$ cat config.mk
export PLATFORM = sky130hd
export DESIGN_NAME = multiword_add_seq_flat
export DESIGN_NICKNAME = d
export VERILOG_FILES = /design/src/rtl/multiword_add_seq_pkg.sv /design/src/rtl/multiword_add_seq_if.sv /design/src/rtl/multiword_add_seq_fulladder.sv /design/src/rtl/multiword_add_seq.sv /design/src/flat_wrapper.sv
export SDC_FILE = /design/constraint.sdc
export NUM_CORES = 1
export LEC_CHECK = 0
export BUFFER_PORTS_ARGS = -buffer_cell sky130_fd_sc_hd__buf_2
export CAP_MARGIN = 15
export CORE_ASPECT_RATIO = 0.8
export CORE_MARGIN = 5
export CORE_UTILIZATION = 37
export CTS_BUF_LIST = sky130_fd_sc_hd__clkbuf_2
export DETAILED_ROUTE_END_ITERATION = 16
export GPL_TIMING_DRIVEN = 0
export PLACE_DENSITY = 0.69
export SYNTH_ARGS = -nofsm -noshare
export SYNTH_HDL_FRONTEND = slang
export SYNTH_SLANG_ARGS = --single-unit
$ cat constraint.sdc
create_clock -name clk -period 2.8 [get_ports clk]
set_clock_uncertainty 0.15 [all_clocks]
set_input_delay 0.14 -clock clk [delete_from_list [all_inputs] [get_ports clk]]
set_output_delay 0.14 -clock clk [all_outputs]
set_load 0.02 [all_outputs]
$ cat src/rtl/multiword_add_seq_pkg.sv
// Shared types and sizing helpers for the multiword sequential adder.
package mwadd_pkg;

    localparam int WORD_W_DEF    = 4;
    localparam int MAX_WORDS_DEF = 4;

    typedef enum logic {
        IDLE = 1'b0,
        RUN  = 1'b1
    } state_t;

    // Word counter must hold 0..max_words inclusive.
    function automatic int CNT_W(input int max_words);
        return $clog2(max_words + 1);
    endfunction

endpackage

$ cat src/rtl/multiword_add_seq_if.sv
// Operand-in / result-out stream bundle; slave is the adder wrapper's view.
interface multiword_add_seq_if #(
    parameter int WORD_W = mwadd_pkg::WORD_W_DEF
);
    logic              in_valid;
    logic              in_ready;
    logic [WORD_W-1:0] a_word;
    logic [WORD_W-1:0] b_word;
    logic              in_first;
    logic              in_last;
    logic              c_init;
    logic              out_valid;
    logic              out_ready;
    logic [WORD_W-1:0] sum_word;
    logic              out_last;
    logic              c_out;

    modport slave (
        input  in_valid, a_word, b_word, in_first, in_last, c_init, out_ready,
        output in_ready, out_valid, sum_word, out_last, c_out
    );

    modport master (
        output in_valid, a_word, b_word, in_first, in_last, c_init, out_ready,
        input  in_ready, out_valid, sum_word, out_last, c_out
    );
endinterface

$ cat src/rtl/multiword_add_seq_fulladder.sv
// N-bit combinational carry-propagate adder; zero latency, no flow control.
module FullAdderN #(
    parameter int N = 4
) (
    input  logic [N-1:0] a,
    input  logic [N-1:0] b,
    input  logic         c_in,
    output logic [N-1:0] sum,
    output logic         c_out
);
    assign {c_out, sum} = {1'b0, a} + {1'b0, b} + {{N{1'b0}}, c_in};
endmodule

$ cat src/rtl/multiword_add_seq.sv
// Streams operand words LS-first through one adder, carrying between words; 1-cycle latency,
// single output register, in_ready = !out_valid || out_ready. MWADD_SUB_EN adds a subtract mode.
module multiword_add_seq
    import mwadd_pkg::*;
#(
    parameter int WORD_W    = WORD_W_DEF,
    parameter int MAX_WORDS = MAX_WORDS_DEF
) (
    input  logic                  clk,
    input  logic                  rst,
`ifdef MWADD_SUB_EN
    input  logic                  sub,
`endif
    multiword_add_seq_if.slave    bus,
    input  logic                  err_clr,
    output logic                  frame_err
);
    localparam int CW = CNT_W(MAX_WORDS);

    state_t            state, state_nxt;
    logic [CW-1:0]     word_cnt, cnt_nxt;
    logic              carry_q;
    logic              accept;
    logic              take_first;
    logic              overflow;
    logic              eff_last;
    logic              err_set;
    logic [WORD_W-1:0] add_b;
    logic              add_cin;
    logic [WORD_W-1:0] add_sum;
    logic              add_cout;

    assign bus.in_ready = !bus.out_valid || bus.out_ready;
    assign accept       = bus.in_valid && bus.in_ready;

`ifdef MWADD_SUB_EN
    logic sub_q;
    logic sub_eff;

    // Mode is latched on the first word and held until the operation ends.
    assign sub_eff = take_first ? sub : sub_q;
    assign add_b   = sub_eff ? ~bus.b_word : bus.b_word;
    assign add_cin = take_first ? (sub_eff | bus.c_init & ~sub_eff) : carry_q;

    always_ff @(posedge clk or negedge rst) begin
        if (!rst)
            sub_q <= 1'b0;
        else if (accept && take_first)
            sub_q <= sub;
    end
`else
    assign add_b   = bus.b_word;
    assign add_cin = take_first ? bus.c_init : carry_q;
`endif

    FullAdderN #(.N(WORD_W)) u_add (
        .a     (bus.a_word),
        .b     (add_b),
        .c_in  (add_cin),
        .sum   (add_sum),
        .c_out (add_cout)
    );

    always_comb begin
        state_nxt  = state;
        cnt_nxt    = word_cnt;
        // A word arriving in IDLE starts an operation even if in_first is missing.
        take_first = (state == IDLE) || bus.in_first;
        overflow   = (state == RUN) && !bus.in_first && !bus.in_last &&
                     (word_cnt == CW'(MAX_WORDS - 1));
        eff_last   = bus.in_last || overflow;
        err_set    = accept && (((state == IDLE) && !bus.in_first) ||
                                ((state == RUN) && bus.in_first) || overflow);
        if (accept) begin
            if (eff_last) begin
                state_nxt = IDLE;
                cnt_nxt   = '0;
            end else if (take_first) begin
                state_nxt = RUN;
                cnt_nxt   = CW'(1);
            end else begin
                state_nxt = RUN;
                cnt_nxt   = word_cnt + CW'(1);
            end
        end
    end

    always_ff @(posedge clk or negedge rst) begin
        if (!rst) begin
            state    <= IDLE;
            word_cnt <= '0;
            carry_q  <= 1'b0;
        end else begin
            state    <= state_nxt;
            word_cnt <= cnt_nxt;
            if (accept)
                carry_q <= eff_last ? 1'b0 : add_cout;
        end
    end

    always_ff @(posedge clk or negedge rst) begin
        if (!rst) begin
            bus.out_valid <= 1'b0;
            bus.sum_word  <= '0;
            bus.out_last  <= 1'b0;
            bus.c_out     <= 1'b0;
        end else if (accept) begin
            bus.out_valid <= 1'b1;
            bus.sum_word  <= add_sum;
            bus.out_last  <= eff_last;
            bus.c_out     <= bus.in_last ? add_cout : 1'b0;
        end else if (bus.out_ready) begin
            bus.out_valid <= 1'b0;
        end
    end

    always_ff @(posedge clk or negedge rst) begin
        if (!rst)
            frame_err <= 1'b0;
        else if (err_set)
            frame_err <= 1'b1;
        else if (err_clr)
            frame_err <= 1'b0;
    end

endmodule
$ cat src/flat_wrapper.sv
// flat-port wrapper written by rule: the top's interface ports become plain ports
module multiword_add_seq_flat import mwadd_pkg::*;
#(
    parameter int WORD_W    = WORD_W_DEF,
    parameter int MAX_WORDS = MAX_WORDS_DEF
)
  (clk, rst, err_clr, frame_err, bus_in_valid, bus_a_word, bus_b_word, bus_in_first, bus_in_last, bus_c_init, bus_out_ready, bus_in_ready, bus_out_valid, bus_sum_word, bus_out_last, bus_c_out);
  multiword_add_seq_if #(.WORD_W(WORD_W)) bus_i ();
  input  logic clk;
  input  logic rst;
  input  logic err_clr;
  output logic frame_err;
  input wire logic [$bits(bus_i.in_valid)-1:0] bus_in_valid;
  input wire logic [$bits(bus_i.a_word)-1:0] bus_a_word;
  input wire logic [$bits(bus_i.b_word)-1:0] bus_b_word;
  input wire logic [$bits(bus_i.in_first)-1:0] bus_in_first;
  input wire logic [$bits(bus_i.in_last)-1:0] bus_in_last;
  input wire logic [$bits(bus_i.c_init)-1:0] bus_c_init;
  input wire logic [$bits(bus_i.out_ready)-1:0] bus_out_ready;
  output wire logic [$bits(bus_i.in_ready)-1:0] bus_in_ready;
  output wire logic [$bits(bus_i.out_valid)-1:0] bus_out_valid;
  output wire logic [$bits(bus_i.sum_word)-1:0] bus_sum_word;
  output wire logic [$bits(bus_i.out_last)-1:0] bus_out_last;
  output wire logic [$bits(bus_i.c_out)-1:0] bus_c_out;
  assign bus_i.in_valid = bus_in_valid;
  assign bus_i.a_word = bus_a_word;
  assign bus_i.b_word = bus_b_word;
  assign bus_i.in_first = bus_in_first;
  assign bus_i.in_last = bus_in_last;
  assign bus_i.c_init = bus_c_init;
  assign bus_i.out_ready = bus_out_ready;
  assign bus_in_ready = bus_i.in_ready;
  assign bus_out_valid = bus_i.out_valid;
  assign bus_sum_word = bus_i.sum_word;
  assign bus_out_last = bus_i.out_last;
  assign bus_c_out = bus_i.c_out;
  multiword_add_seq #(.WORD_W(WORD_W), .MAX_WORDS(MAX_WORDS)) u_core (.clk(clk), .rst(rst), .bus(bus_i), .err_clr(err_clr), .frame_err(frame_err));
endmodule
# == After elaboration in Yosys (flattened, before gate mapping) ==
# Index checks and enable logic that the tools add are counted.
# totals
regBits,13
latchBits,0
in_bits,16
mem_bits_ro,0
word_cells,40
mem_count,0
ramBits,0
out_inout_bits,9
# op_classes
shift,0
n_eq_ne,1
n_addsub,3
mux,10
n_reduce_logical,17
bitwise,1
order_cmp,0
mul,0
div_mod_pow,0
# op_table
cell,n
2-to-1 mux 1 bit,8
logical AND 1 bit,7
2-to-1 mux 3 bit,2
adder 4 x 4 -> 5 bit,1
adder 5 x 1 -> 5 bit,1
logical OR 1 bit,5
nonzero test 2 bit,2
adder 3 x 1 -> 3 bit (second input constant),1
== test 3 x 2 -> 1 bit (second input constant),1
zero test 1 bit,3
inverter 1 bit,1

# == Logic depth before layout (Yosys ltp) ==
# depth
depth_word,7
ltp_mapped,10
mapped_depth_nobuf,10

# == Hierarchy ==
# A second synthesis with hierarchy kept.
# hier_totals
hier_cells,64
hier_area_um2,777.0
# modules_own_cells
mod,cells_each,area_each_um2,instances,seq_area_each_um2
multiword_add_seq,48,633.1,1,325.3
FullAdderN,16,143.9,1,0.0

# == Worst setup path after synthesis ==
# No wires, ideal clock.
# synth_path
kind,register to register
startpoint,register u_core.state
endpoint,register u_core.carry_q
path_buffers,0
setup_ns,0.127
stages_incl_launch_ff,10
t_required_ns,2.523
synth_period_minus_slack_ns,2.197
arrival_ns,1.921
setup_slack_ns,0.603
path_cell_list,dfrtp_1 -> ha_1 -> mux2_2 -> fa_1 -> inv_1 -> fa_1 -> inv_1 -> a21o_1 -> a21oi_1 -> o21ai_0
# synth_via
elab_chain_cells,5
word_cells_on_any_way,9
classes_between,1 x add/sub; 2 x mux; 1 x bitwise; 5 x reduce/logical
# synth_rtl
element,line,rtl
from (decl),multiword_add_seq.sv:20,"state_t state, state_nxt;"
from (signal assigned),multiword_add_seq.sv:94,state <= state_nxt;
inverter 1 bit / logical AND 1 bit (equally long branches),"multiword_add_seq.sv:68, multiword_add_seq.sv:69",
logical OR 1 bit / logical AND 1 bit (equally long branches),"multiword_add_seq.sv:68, multiword_add_seq.sv:69",
2-to-1 mux 1 bit / logical AND 1 bit (equally long branches),"multiword_add_seq.sv:53, multiword_add_seq.sv:69",
adder 5 x 1 -> 5 bit / logical OR 1 bit (equally long branches),"multiword_add_seq_fulladder.sv:11, multiword_add_seq.sv:71",
2-to-1 mux 1 bit *,multiword_add_seq.sv:97,carry_q <= eff_last ? 1'b0 : add_cout;
to (signal assigned),multiword_add_seq.sv:97,
to (decl),multiword_add_seq.sv:22,logic carry_q;
# Mark *: on every way between the ends. The rest lies on a longest branch, timed or not.
# A chain may end at the register's enable or synchronous reset.

# == Final worst setup path ==
# layout_path
startpoint,register u_core.state
endpoint,register u_core.bus.c_out
# layout_via
elab_chain_cells,5
# layout_rtl
element,line,rtl
inverter 1 bit,multiword_add_seq.sv:68,take_first = (state == IDLE) || bus.in_first;
logical OR 1 bit,multiword_add_seq.sv:68,
2-to-1 mux 1 bit,multiword_add_seq.sv:53,assign add_cin = take_first ? bus.c_init : carry_q;
adder 5 x 1 -> 5 bit,multiword_add_seq_fulladder.sv:11,"assign {c_out, sum} = {1'b0, a} + {1'b0, b} + {{N{1'b0}}, c_in};"
2-to-1 mux 1 bit,multiword_add_seq.sv:111,bus.c_out <= bus.in_last ? add_cout : 1'b0;
to (signal assigned),multiword_add_seq.sv:111,
to (decl),multiword_add_seq_if.sv:20,"output in_ready, out_valid, sum_word, out_last, c_out"
# Every way passes these cells.

==> summary.md <==
| Metric | Value |
|---|---|
| Synthesized flop and latch total | `13` |
| Die H | `49.2 µm` |
| DR iter-0 viols | `5` |
| Pwr dens | `518 mW/mm²` |
| Worst Tran Pin Value | `0.295 ns` |
| Routability congestion estimate | `between 0.7 and 0.8` |
| Final cell count without fillers | `123` |
| Clock buffer depth | `2` |
| Largest net degree at the start of global routing | `14` |
| DRT antenna net count | `0` |
| Hold_buf cts | `3` |
| Clock slew at reported path FFs | `0.12 ns` |
| Sw Ratio | `33.0%` |
| Core Region | `0.00186 mm²` |
| Nature of the critical path startpoint | `register` |
| Port bufs | `24` |
| Critical Path Fanout Max | `5` |
| Cell Rows | `14` |
| Starting Density | `about two fifths` |
| Kind of critical path | `reg2reg` |
| Area contributors post-synth | `dfrtp_1 (46%), ha_1 (11%), fa_1 (5.6%)` |
| Vias | `569` |
| Top FF cell, synth | `dfrtp_1` |
| Layout cell share with drive strength beyond 1 | `33.3%` |
| Antenna violations before repair | `0` |
| Area leader, netlist | `dfrtp_1` |
| Post-synthesis instance total | `68` |
| MaxCap Viol Count | `0` |
| Combinational power share | `30.8%` |
| Layout area overhead | `28.2%` |
| Synth Net Count | `just over 90` |
| Sequential area share after synthesis | `45.9%` |
| DP HPWL | `between 1 and 1.5 mm` |
| Endpoints failing setup | `0` |
| Relative max-transition margin | `80.4%` |
| Outcome | `complete, no violations` |
| CTS Buf Count | `3` |
| I/O pin cnt | `25` |
| Chip width | `59.0 µm` |
| First-pass GRT wire length | `2.52 mm` |
| Minimum clock period | `2.44 ns` |
| Vias in the first global route | `601` |
| Hold WC Path Type | `in2reg` |
| RSZ-0062 raised after global routing | `no` |
| Cts repair resizes | `0` |
| Clock Power Share | `roughly 21%` |
| Worst-Skew Late Latency | `0.27 ns` |
| Final WS setup | `0.359 ns` |
| Most frequent cells after synthesis | `dfrtp_1 (13), inv_1 (10), nand2_1 (10)` |
| Htree depth | `1` |
| CP required | `2.81 ns` |
| CP endpoint kind | `register` |
| Number of setup buffers added after CTS | `0` |
| Drt total wl | `1.49 mm` |
| Seq pwr share | `roughly half` |
| Drt drc | `0` |
| Total global routing overflow | `0` |
| Synth Cell Area | `about 710 µm²` |
| Switching power total | `0.155 mW` |
| Die Area | `between 0.002 and 0.003 mm²` |
| WL per Instance | `between 10 and 15 µm` |
| Async S/R FF share, synth | `100%` |
| Internal power | `0.316 mW` |
| Final worst path period share | `between 80 and 90%` |
| Final TNS setup | `0 ns` |
| Router iterations before antenna repair | `3` |
| CTS Sinks | `13` |
| Final core utilization | `49.0%` |
| Leakage | `0.494 nW` |
| Post-synth EDFFs | `0` |
| Final max-slew violation count | `0` |
| Final Hold Viols | `0` |
| Routed vias/inst | `between 4 and 5` |
| Root Buffer | `clkbuf_2` |
| Pre-CTS setup slack | `0.358 ns` |
| Worst IR Drop VDD | `between 0.0002 and 0.00025 V` |
| Achievable frequency | `410 MHz` |
| Count leader, synth | `dfrtp_1` |
| Avg Synthesized Cell Area | `~10 µm²` |
| Critical Path AT | `2.45 ns` |
| Ys Warns | `0` |
| Overall Global Routing Usage | `11.4%` |
| Final nets | `124` |
| Area fraction of the dominant cell type after synthesis | `45.9%` |
| Inst Count DP | `116` |
| Synth unique cells | `23` |
| Clock tree from TritonCTS | `yes` |
| Antenna cells | `0` |
[kinds of logic after synthesis]
logic type	Yosys count	synth area share (%)
AOI/OAI and AO/OA	17	14.5
xor gates and xnor gates	2	2.47
adders and majority gates	8	16.2
buffers and inverters	11	6.35
DFF	13	45.9
muxes	2	3.70
and+or+nand+nor	15	10.9
[power by group through the flow]
| stage | logic (mW) | registers (mW) | clock network, mW |
|---|---|---|---|
| finish | 0.145 | 0.229 | 0.0972 |
| global route | 0.162 | 0.233 | 0.113 |
| CTS | 0.148 | 0.230 | 0.102 |
| detailed placement | 0.144 | 0.234 | 0 |
| global placement | 0.139 | 0.232 | 0 |
| floorplan | 0.0651 | 0.258 | 0 |
[cell type report]
class | instances | area [µm²]
buffer | 1 | 7.51
multi-input combinational | 44 | 339
clock buffer | 4 | 20.0
timing repair buffer | 27 | 150
fill | 192 | 947
sequential | 13 | 325
tap | 24 | 30.0
inverter | 10 | 37.5
[through the flow]
stage / area, µm² / hold WS, ns / power [mW]
final: 910 / 0.0533 / 0.471
after global routing: 910 / 0.0345 / 0.508
after CTS: 910 / 0.0289 / 0.480
after detailed placement: 860 / -0.106 / 0.378
after global placement: 860 / -0.109 / 0.371
after floorplan: 709 / -0.306 / 0.323
[path summary, 6_finish.rpt]
path                                                     from                                  to  slack (ns)  cells after the start
setup / recovery                     u_core.state$_DFFE_PN0P_        u_core.bus.c_out$_DFFE_PN0P_        0.36                      9
hold / removal                                    bus_in_last            u_core.state$_DFFE_PN0P_        0.05                      4
setup reg to reg                     u_core.state$_DFFE_PN0P_        u_core.bus.c_out$_DFFE_PN0P_        0.36                      9
hold reg to reg            u_core.bus.sum_word[1]$_DFFE_PN0P_  u_core.bus.sum_word[1]$_DFFE_PN0P_        0.34                      2
max in group asynchronous                                 rst     u_core.bus.out_last$_DFFE_PN0P_        2.16                      2
min in group asynchronous                                 rst      u_core.word_cnt[0]$_DFFE_PN0P_        0.12                      2
[flip-flops by register name, indices dropped and copies added, names as in the netlist]
| signal | cells |
|---|---|
| u_core.bus.c_out | 1 |
| u_core.bus.out_last | 1 |
| u_core.bus.out_valid | 1 |
| u_core.bus.sum_word | 4 |
| u_core.carry_q | 1 |
| u_core.frame_err | 1 |
| u_core.state | 1 |
| u_core.word_cnt | 3 |
[critical path: stages, from the launching register on]
cell and delay, ns:
dfrtp_1 0.37, ha_1 0.24, mux2_2 0.37, fa_1 0.40, inv_1 0.10, fa_1 0.20, inv_1 0.05, a21o_1 0.14
a21oi_1 0.20, o31ai_1 0.10
[cell usage in the layout (no fill, tap or decap), drive strengths merged]
cell type and n:
a21o 2, clkbuf 4, o22ai 2, fa 2
mux2 2, a31oi 1, or2b 1, dlygate4sd3 3
nand2b 1, buf 25, nand4 1, a21oi 3
ha 6, o21ai 6, and2 1, o31ai 1
inv 10, a22o 1, nor2 1, dfrtp 13
nand2 10, o21a 1, xor2 2
[metal layers]
layer | global-route usage (%) | wire length [µm]
met1 | 13.1 | 613
met2 | 19.3 | 771
met3 | 5.29 | 104
met4 | 2.26 | 0
met5 | 0 | 0
Power figures use the tool's default switching activity.
